[src/rtl/pc_sequencer.sv]
// Program-flow unit: PC register, return stack and a latched, prioritised, maskable interrupt controller.
// Optional build macro NESTED_IRQ_EN lets a lower-index interrupt preempt a running ISR.
module pc_sequencer #(
  parameter int              PC_W        = 10,
  parameter int              STACK_DEPTH = 8,
  parameter int              N_IRQ       = 3,
  parameter logic [PC_W-1:0] VEC_TOP     = '1
) (
  input  logic             clk,
  input  logic             reset,
  input  logic             s_inc,
  input  logic             rel,
  input  logic             call,
  input  logic             ret,
  input  logic             reti,
  input  logic [PC_W-1:0]  target,
  input  logic [N_IRQ-1:0] irq,
  input  logic [N_IRQ-1:0] irq_mask,
  output logic [PC_W-1:0]  pc,
  output logic             irq_ack,
  output logic [2:0]       irq_id,
  output logic             in_isr,
  output logic             stk_ovf,
  output logic             stk_unf
);
`ifdef NESTED_IRQ_EN
  localparam int ENT_W = PC_W + 4;
`else
  localparam int ENT_W = PC_W;
`endif
  localparam int IDX_W = $clog2(STACK_DEPTH);
  localparam int SP_W  = IDX_W + 1;

  logic [PC_W-1:0]  pcReg, pcNext, pcPlus1, pushPc;
  logic [ENT_W-1:0] stack [STACK_DEPTH];
  logic [ENT_W-1:0] pushData, popData;
  logic [SP_W-1:0]  sp;
  logic [IDX_W-1:0] topIdx;
  logic             push, pop, stkFull, stkEmpty;
  logic [N_IRQ-1:0] irqPrev, pending, ready, clrMask;
  logic [2:0]       acceptId;
  logic             accept, irqAllowed;

  assign pc       = pcReg;
  assign pcPlus1  = pcReg + PC_W'(1);
  assign stkFull  = (sp == SP_W'(STACK_DEPTH));
  assign stkEmpty = (sp == '0);
  assign topIdx   = sp[IDX_W-1:0] - IDX_W'(1);
  assign popData  = stack[topIdx];
  assign ready    = pending & ~irq_mask;

  // Lowest ready channel wins.
  always_comb begin
    acceptId = '0;
    for (int i = N_IRQ - 1; i >= 0; i--)
      if (ready[i]) acceptId = 3'(i);
  end

`ifdef NESTED_IRQ_EN
  logic [3:0] level;  // active interrupt level, 4'hF = none
  assign irqAllowed = (level == 4'hF) || ({1'b0, acceptId} < level);
  assign in_isr     = (level != 4'hF);
  assign pushData   = {level, pushPc};
`else
  logic isrReg;
  assign irqAllowed = !isrReg;
  assign in_isr     = isrReg;
  assign pushData   = pushPc;
`endif
  assign accept = (|ready) && irqAllowed;

  // An accepted interrupt overrides every control input for this cycle.
  always_comb begin
    pcNext  = pcPlus1;
    push    = 1'b0;
    pop     = 1'b0;
    pushPc  = '0;
    clrMask = '0;
    if (accept) begin
      push    = 1'b1;
      pushPc  = pcReg;
      pcNext  = VEC_TOP - PC_W'(acceptId);
      clrMask = N_IRQ'(1) << acceptId;
    end else if (reti || ret) begin
      pop = 1'b1;
      if (!stkEmpty) pcNext = popData[PC_W-1:0];
    end else if (call) begin
      push   = 1'b1;
      pushPc = pcPlus1;
      pcNext = target;
    end else if (!s_inc) begin
      pcNext = target;
    end else if (rel) begin
      pcNext = pcReg + target;
    end
  end

  always_ff @(posedge clk or posedge reset) begin
    if (reset) begin
      pcReg   <= '0;
      sp      <= '0;
      irqPrev <= '0;
      pending <= '0;
      irq_ack <= 1'b0;
      irq_id  <= '0;
      stk_ovf <= 1'b0;
      stk_unf <= 1'b0;
    end else begin
      pcReg   <= pcNext;
      irqPrev <= irq;
      // A new edge on the channel being accepted survives the clear.
      pending <= (pending & ~clrMask) | (irq & ~irqPrev);
      irq_ack <= accept;
      if (accept) irq_id <= acceptId;
      if (push) begin
        if (stkFull) stk_ovf <= 1'b1;
        else         sp <= sp + SP_W'(1);
      end
      if (pop) begin
        if (stkEmpty) stk_unf <= 1'b1;
        else          sp <= sp - SP_W'(1);
      end
    end
  end

  always_ff @(posedge clk) begin
    if (push && !stkFull) stack[sp[IDX_W-1:0]] <= pushData;
  end

`ifdef NESTED_IRQ_EN
  always_ff @(posedge clk or posedge reset) begin
    if (reset)       level <= 4'hF;
    else if (accept) level <= {1'b0, acceptId};
    else if (reti)   level <= stkEmpty ? 4'hF : popData[ENT_W-1:PC_W];
  end
`else
  always_ff @(posedge clk or posedge reset) begin
    if (reset)       isrReg <= 1'b0;
    else if (accept) isrReg <= 1'b1;
    else if (reti)   isrReg <= 1'b0;
  end
`endif
endmodule

[config.mk]
export PLATFORM = sky130hd
export DESIGN_NAME = pc_sequencer
export DESIGN_NICKNAME = d
export VERILOG_FILES = /design/src/rtl/pc_sequencer.sv
export SDC_FILE = /design/constraint.sdc
export NUM_CORES = 1
export LEC_CHECK = 0
export ABC_CLOCK_PERIOD_IN_PS = 5300
export BUFFER_PORTS_ARGS = -buffer_cell sky130_fd_sc_hd__buf_2
export CAP_MARGIN = 20
export CORE_MARGIN = 4
export CORE_UTILIZATION = 65
export CTS_CLUSTER_SIZE = 40
export DETAILED_ROUTE_END_ITERATION = 7
export PLACE_DENSITY = 0.9
export SLEW_MARGIN = 20
export SYNTH_ARGS = -nofsm -noshare
export SYNTH_HDL_FRONTEND = slang
export SYNTH_SLANG_ARGS = --single-unit
[constraint.sdc]
create_clock -name clk -period 5.3 [get_ports clk]
set_input_delay 1.06 -clock clk [delete_from_list [all_inputs] [get_ports clk]]
set_output_delay 1.06 -clock clk [all_outputs]
set_load 0.02 [all_outputs]
Yosys cells after proc, flatten, opt, wreduce, memory -nomap -nowiden
Memories as Yosys holds them, arrays and structs flattened.
Cells that the tools add are included.
Storage, ports and cells
  bits in registers: 27
  bits in writable memories: 80
  word-level logic and storage cells: 61
  memories kept: 1
Memories
  stack: depth 8, width 10, read ports 1, clocked after memory_dff 0, wr ports 1, RTL line 35  | logic [ENT_W-1:0] stack [STACK_DEPTH];
Cells by class
  add/subtract/negate cells: 6
  equal/unequal tests: 1
  shifts and indexed selects: 1
  mux-type cells: 26
  bitwise operators: 7
  reductions and logical operators: 10
Operators with widths (count)
  10-bit two-way mux: 9
  4-bit two-way mux: 4
  10-bit by 1-bit adder with 10-bit output (second input constant): 1
  10-bit adder: 1
  3-bit AND: 3
  1-bit two-way mux: 9
  3-bit two-way mux: 3
  3-bit inverter: 3
  1-bit by 4-bit subtractor with 5-bit output (first input constant): 1
  4-bit by 1-bit adder with 4-bit output (second input constant): 1
  4-bit == test (second input constant): 1
  4-bit logical NOT: 1
  2-bit AND reduction: 2
  4-bit by 1-bit subtractor with 4-bit output (second input constant): 1
  3-bit bitwise OR: 1
  3-bit OR reduction: 1
  1-bit by 3-bit left shift with 3-bit output (first input constant): 1
  3-bit by 1-bit subtractor with 3-bit output (second input constant): 1
  1-bit logical AND: 2
  1-bit logical NOT: 2
  2-bit two-way mux: 1
  2-bit nonzero test: 1
  1-bit logical OR: 1

Logic depth before layout (Yosys ltp)
Gate-level depths: netlist (run 1).
  depth after elaboration: 10
  depth in mapped cells: 11

Worst setup path before layout (run 1)
Ideal clock, no wire load.
  path type: input -> register
  start: in irq_mask[1]
  end: mem stack[0][0] (netlist bit), enable pin
  setup time: 390 ps
  data arrival time: 2493 ps
  data required time: 4910 ps
  path slack: 2417 ps
  cell stages on the path: 6
  buffers on the path: 1
  cells stage by stage: nor2b_1 -> o31ai_2 -> buf_4 -> nand2_1 -> nand3b_1 -> nor3_1
On the way
  word-level cells in the longest chain between the ends: 8
RTL lines
  start, declared: RTL line 18  | input logic [N_IRQ-1:0] irq_mask,
  3-bit inverter: RTL line 50  | assign ready = pending & ~irq_mask;
  3-bit AND: RTL line 50
  3-bit OR reduction: RTL line 70  | assign accept = (|ready) && irqAllowed;
  1-bit logical AND: RTL line 70
  1-bit two-way mux: RTL line 79  | if (accept) begin
  1-bit logical AND: RTL line 127  | if (push && !stkFull) stack[sp[IDX_W-1:0]] <= pushData;
  1-bit two-way mux: RTL line 127
  1-bit two-way mux (implied by the code): RTL line 127
  end, declared: RTL line 35
Every way passes these cells.

Worst setup path in the final report (run 1)
  start: in ret
  end: mem stack[2][8] (netlist bit), enable pin
On the way
  word-level cells in the longest chain between the ends: 6
RTL lines
  start, declared: RTL line 14  | input logic ret,
  1-bit logical OR: RTL line 84  | end else if (reti || ret) begin
  1-bit two-way mux: RTL line 84
  1-bit two-way mux: RTL line 79
  1-bit logical AND: RTL line 127
  1-bit two-way mux: RTL line 127
  1-bit two-way mux (implied by the code): RTL line 127
Every way passes these cells.

==> impl_metrics.yaml, run 1 <==
outcome:
  outcome: "complete, no violations"
routing:
  wirelength_mm: 11.0
  wl_per_cell_um: 20.6
  vias_per_cell: 6.48
  drc: 0
  drtAntennaViolNets: 0
  drtIter0Drc: 330
  drt_pass1_iterations: 5
  via_count: 3481
grt:
  grt_use_total_pct: 24.1
  antenna_found_initial: 0
  grt_start_max_net_pins: 28
  grt.overflow.total: 0
  grt_pass1_vias: 3514
  met1_usage_pct: 31.5
  use_met3_pct: 4.86
  grt_busiest_layer: "met2"
  gr-usage-met2_pct: 40.7
  grt_pass1_wl_mm: 18.1
sta:
  grt_setup_unrepaired: "no"
  report.final.slew_viol_count: 0
  min_period_ps: 3400
  setup_tns_ps: 0
  period_share_pct: 64.1
  fmax_mhz: 294
  hold_violations: 0
  fin_skew_ps: 10.4
  relSlewSlack_pct: 30.3
  tightest_slew_ps: 1040
  finalSetupViolCount: 0
synthesis:
  synth_seq_cells: 106
  ys_types: 59
  syn_avg_cell_area_um2: 13.2
  ys.flop_type: "edfxtp_1"
  postSynthCellCount: 396
  seq_area_frac_synth_pct: 58.3
  synth-edff-count: 80
  async_flop_share_pct: 24.5
  syn_nets: 432
  yosysWarnings: 0
  synth_area_um2: 5240
die:
  die_h_um: 97.8
  io_pins: 40
  num_rows: 32
  initial_core_util_pct: 67.4
  die_area_um2: 9560
  dieWidth_um: 97.8
  coreArea_um2: 7770
cts:
  clk_pin_slew_ps: 110
  hold_buffers: 0
  clock-sinks: 106
  cts_resized: 0
  clock_latency_ps: 370
  htree_levels: 3
  tritoncts: "yes"
  cts_setup_buffers: 0
  cts_buffers: 9
  root_buffer: "clkbuf_8"
  cts_buffer_depth: 2
placement:
  gp_congestion: 0.885
  place_hpwl_mm: 7.68
  placed_area_um2: 5470
  placement.io_buffers: 38
layout:
  multi_input_area_um2: 2030
  drive_gt1_share_pct: 21.8
  register_area_um2: 3050
  fin_area_um2: 5730
  finalNetCount: 466
  area_growth_pct: 9.41
  nFillCells: 474
  n_antenna_cell: 0
setup_path:
  crit_path_top_delay_cell: "nor2_1"
  slowest_delay_ps: 800
  crit_type: "in -> reg"
  start_kind: "input port"
  crit_path_cell_trace: "buf_2 > nor2_1 > nand2_1 > nand2_1 > nand3b_1 > nor2_1"
  path_delay_family: "simple AND/OR/NAND/NOR gates"
  cp_max_fo: 14
  critPathCaptureType: "flop"
  path_buf_inv: 1
  cp_data_arrival_time_ps: 3400
  crit_required_ps: 5300
power:
  p_leak_uw: 0.00213
  vdd_drop_max_mv: 0.247
  power_density_nw_per_um2: 572
run:
  drv_cap: 0
worst_hold_path:
  hold_path.class: "reg -> reg"
-- through the flow --
stage / hold WS [ps] / std cells / util (%) / setup slack [ps] / total power, uW
3_5_place_dp: 435 / 520 / 70.5 / 1580 / 2740
4_1_cts: 442 / 536 / 73.2 / 1920 / 3270
5_1_grt: 454 / 537 / 73.8 / 1830 / 3480
3_3_place_gp: 401 / 520 / 70.5 / 1710 / 2680
6_report: 440 / 537 / 73.8 / 1900 / 3280
2_1_floorplan: 400 / 396 / - / 2420 / 2400
-- power by group --
| part | internal (uW) | switching [uW] | total [uW] |
|---|---|---|---|
| clock network | 194 | 315 | 510 |
| logic | 648 | 850 | 1500 |
| registers | 1120 | 148 | 1270 |
| total | 1960 | 1310 | 3280 |
-- worst reg2reg max path, delay by kind of cell, from the launching register on --
kind / cells / cell delay [ps]
fa+ha+maj: 1 / 980
buf+inv: 2 / 580
compound gates: 4 / 550
mux: 1 / 450
flops: 1 / 340
simple gates: 1 / 150
-- worst paths after layout --
path | from | endpoint | slack, ps | cells after the start
setup / recovery | ret | stack[2][8]$_DFFE_PP_ | 1900 | 6
hold / removal | irqPrev[1]$_DFF_PP0_ | pending[1]$_DFF_PP0_ | 440 | 1
setup reg to reg | sp[0]$_DFF_PP0_ | pc[6]$_DFF_PP0_ | 2160 | 9
hold reg to reg | irqPrev[1]$_DFF_PP0_ | pending[1]$_DFF_PP0_ | 440 | 1
max in group asynchronous | reset | pc[5]$_DFF_PP0_ | 4350 | 3
min in group asynchronous | reset | irqPrev[0]$_DFF_PP0_ | 580 | 2
-- kinds of logic after synthesis --
logic type | count (synthesis) | share of synthesized area (%)
buf+inv | 33 | 3.25
other cells | 1 | 0.0716
fa+ha+maj | 13 | 3.25
flops | 106 | 58.3
compound gates | 93 | 11.5
simple gates | 100 | 9.32
mux | 33 | 11.5
xor+xnor | 17 | 2.84
-- cell usage in the layout (no fill, tap or decap), drive strengths merged, types with 4 or more instances in the layout --
| cell | instances |
|---|---|
| edfxtp | 80 |
| buf | 44 |
| nand2 | 34 |
| o21ai | 31 |
| dfrtp | 26 |
| nor2 | 22 |
| mux4 | 20 |
| a21oi | 17 |
| inv | 15 |
| ha | 12 |
| a211oi | 10 |
| clkbuf | 9 |
| xor2 | 9 |
| o211ai | 9 |
| nor3 | 8 |
| xnor2 | 8 |
| nor2b | 7 |
| mux2 | 7 |
| a21o | 6 |
| nand3 | 6 |
| mux2i | 6 |
| and3 | 5 |
| o22ai | 4 |
| clkinv | 4 |
-- layer usage --
metal  share of wire [%]  wire [um]  vias to the layer above
met1                  39       4330                     1693
li1                    -          -                     1582
met2                  50       5520                      179
met4                 2.6        284                        0
met5                   0          0                        -
met3                 8.2        909                       27
-- flip-flops by register name, summed over array words and instances, names as in the netlist, 2 cells and up --
signal	count
pc	10
sp	4
pending	3
irq_id	2
irqPrev	3
stack	80
-- final cells by class --
type / instances / area share (%)
Multi-Input combinational cell: 257 / 35.5
Tap cell: 102 / 2.23
Timing Repair Buffer: 44 / 4.45
Inverter: 12 / 0.786
Clock buffer: 9 / 2.16
Clock inverter: 7 / 1.59
Sequential cell: 106 / 53.3
-- synthesized netlist by cell type (3+ instances only) --
library cell | instances | area share [%]
a21oi_1 | 17 | 1.6
ha_1 | 12 | 2.9
xnor2_1 | 8 | 1.3
o21ai_1 | 9 | 0.86
buf_2 | 6 | 0.57
o22ai_1 | 4 | 0.48
mux4_2 | 17 | 7.3
mux2_2 | 6 | 1.3
nand3_1 | 6 | 0.57
clkbuf_1 | 8 | 0.57
a21o_1 | 6 | 0.86
a31oi_1 | 3 | 0.36
o211ai_2 | 3 | 0.72
inv_1 | 11 | 0.79
and3_1 | 5 | 0.60
nand2_1 | 34 | 2.4
nor3_1 | 8 | 0.76
nor2_1 | 22 | 1.6
xor2_1 | 9 | 1.5
o21ai_0 | 22 | 2.1
edfxtp_1 | 80 | 46
dfrtp_1 | 26 | 12
o211ai_1 | 6 | 0.86
mux2i_1 | 6 | 1.1
nand2b_1 | 3 | 0.36
mux4_1 | 3 | 1.5
nor2b_1 | 6 | 0.72
a211oi_1 | 9 | 1.3
Power figures use the tool's default switching activity.
==> inputs of run 2 (changes only) <==
--- a/config.mk
+++ b/config.mk
@@ -5,14 +5,14 @@
 export SDC_FILE = /design/constraint.sdc
 export NUM_CORES = 1
 export LEC_CHECK = 0
-export ABC_CLOCK_PERIOD_IN_PS = 5300
+export ABC_CLOCK_PERIOD_IN_PS = 3150
 export BUFFER_PORTS_ARGS = -buffer_cell sky130_fd_sc_hd__buf_2
 export CAP_MARGIN = 20
 export CORE_MARGIN = 4
-export CORE_UTILIZATION = 65
+export CORE_UTILIZATION = 60
 export CTS_CLUSTER_SIZE = 40
 export DETAILED_ROUTE_END_ITERATION = 7
-export PLACE_DENSITY = 0.9
+export PLACE_DENSITY = 0.85
 export SLEW_MARGIN = 20
 export SYNTH_ARGS = -nofsm -noshare
 export SYNTH_HDL_FRONTEND = slang
==> constraint.sdc (replaced) <==
create_clock -name clk -period 3.15 [get_ports clk]
set_input_delay 0.63 -clock clk [delete_from_list [all_inputs] [get_ports clk]]
set_output_delay 0.63 -clock clk [all_outputs]
set_load 0.02 [all_outputs]
==> impl_metrics.yaml, run 2 (synthesis results as in run 1) <==
placement:
  place_hpwl_mm: 7.64
  pre_cts_slack_ps: 339
  placement.io_buffers: 38
  gp_congestion: 0.841
  dp_cells: 537
die:
  die_area_um2: 10300
  initial_core_util_pct: 62.8
  die_h_um: 101
  coreArea_um2: 8340
  dieWidth_um: 101
  num_rows: 33
  io_pins: 40
grt:
  antenna_found_initial: 0
  grt_pass1_vias: 3388
  grt_use_total_pct: 22.9
  grt_start_max_net_pins: 27
  grt_pass1_wl_mm: 17.7
  grt.overflow.total: 0
cts:
  tritoncts: "yes"
  root_buffer: "clkbuf_8"
  cts_buffer_depth: 2
  cts_resized: 0
  cts_buffers: 9
  clock_latency_ps: 370
  htree_levels: 3
  clk_pin_slew_ps: 90
  cts_setup_buffers: 0
  clock-sinks: 106
  hold_buffers: 0
outcome:
  outcome: "complete, no violations"
layout:
  mostFrequentLayoutCell: "edfxtp_1"
  layout_common_cells: "80 x edfxtp_1, 38 x buf_2, 34 x nand2_1"
  postLayoutCoreUtil_pct: 69.0
  nFillCells: 553
  finalNetCount: 479
  drive_gt1_share_pct: 23.3
  register_area_um2: 3050
  largest_reg_flops: 80
  n_antenna_cell: 0
  fin_cells: 552
  multi_input_area_um2: 2020
  area_growth_pct: 9.87
setup_path:
  cp_max_fo: 11
  crit_required_ps: 3410
  critPathCaptureType: "flop"
  cp_data_arrival_time_ps: 2920
  start_kind: "flop"
  ff2ff_path_depth: 9
  crit_type: "reg -> reg"
routing:
  drt_pass1_iterations: 5
  wirelength_mm: 11.1
  drc: 0
  wl_per_cell_um: 20.1
  drtAntennaViolNets: 0
  vias_per_cell: 6.30
  via_count: 3478
  drtIter0Drc: 329
sta:
  grt_setup_unrepaired: "no"
  setup_tns_ps: 0
  fmax_mhz: 376
  hold_violations: 0
  tightest_slew_ps: 953
  period_share_pct: 84.5
  relSlewSlack_pct: 36.4
  min_period_ps: 2660
  setup_slack_ps: 489
  fin_skew_ps: 10.5
  finalSetupViolCount: 0
  report.final.slew_viol_count: 0
power:
  p_leak_uw: 0.00217
  power_density_nw_per_um2: 950
  vdd_drop_max_mv: 0.331
worst_hold_path:
  hold_path.class: "in -> reg"
  min_path_cells: 1
run:
  drv_cap: 0
run 2: cell types whose count changed in the layout (fill, tap and decap cells not counted), sizes merged:
cell / delta
buf: +13
clkinvlp: +1
clkinv: -2
run 2: through the flow:
| stage | cell area, um^2 | hold slack, ps | power [uW] |
|---|---|---|---|
| after floorplan | 5240 | 400 | 4040 |
| after global placement | 5580 | 409 | 4620 |
| after detailed placement | 5580 | 437 | 4700 |
| after CTS | 5750 | 362 | 5470 |
| after global routing | 5750 | 363 | 5810 |
| final | 5750 | 374 | 5470 |
run 2: area by class of cell:
class,count,area share [%]
clock buffers,9,2.15
inverters,12,0.783
repair buffers,57,5.78
clock inverters,6,0.848
well taps,105,2.28
multi-input cells,257,35.1
flip-flops and latches,106,53.1
run 2: power breakdown:
part / switching [uW] / internal [uW]
registers: 245 / 1880
clock network: 460 / 293
logic: 1440 / 1150
total: 2150 / 3320
run 2: final timing paths:
path / from / end / slack, ps
max reg2reg: sp[1]$_DFF_PP0_ / pc[7]$_DFF_PP0_ / 490
min: irq[1] / irqPrev[1]$_DFF_PP0_ / 370
min in group asynchronous: reset / pc[5]$_DFF_PP0_ / 460
min reg2reg: irqPrev[0]$_DFF_PP0_ / pending[0]$_DFF_PP0_ / 440
max: sp[1]$_DFF_PP0_ / pc[7]$_DFF_PP0_ / 490
max in group asynchronous: reset / stk_unf$_DFFE_PP0P_ / 2110
run 2: routing by layer:
metal	vias to the layer above	part of all wire, %	wire length [um]	track usage, %
met1	1708	42	4650	29.9
met4	0	3.0	328	9.61
met3	31	6.6	731	4.34
met5	-	0	0	0
met2	134	48	5380	37.8
li1	1605	-	-	-
run 2: critical path: stages, from the launching register on:
cell      delay [ps]
dfrtp_1          500
inv_1            100
ha_1             600
buf_4            250
mux4_2           290
nor2b_1          140
a211oi_1         400
a21oi_1           80
o21ai_1          130
a21oi_1           50
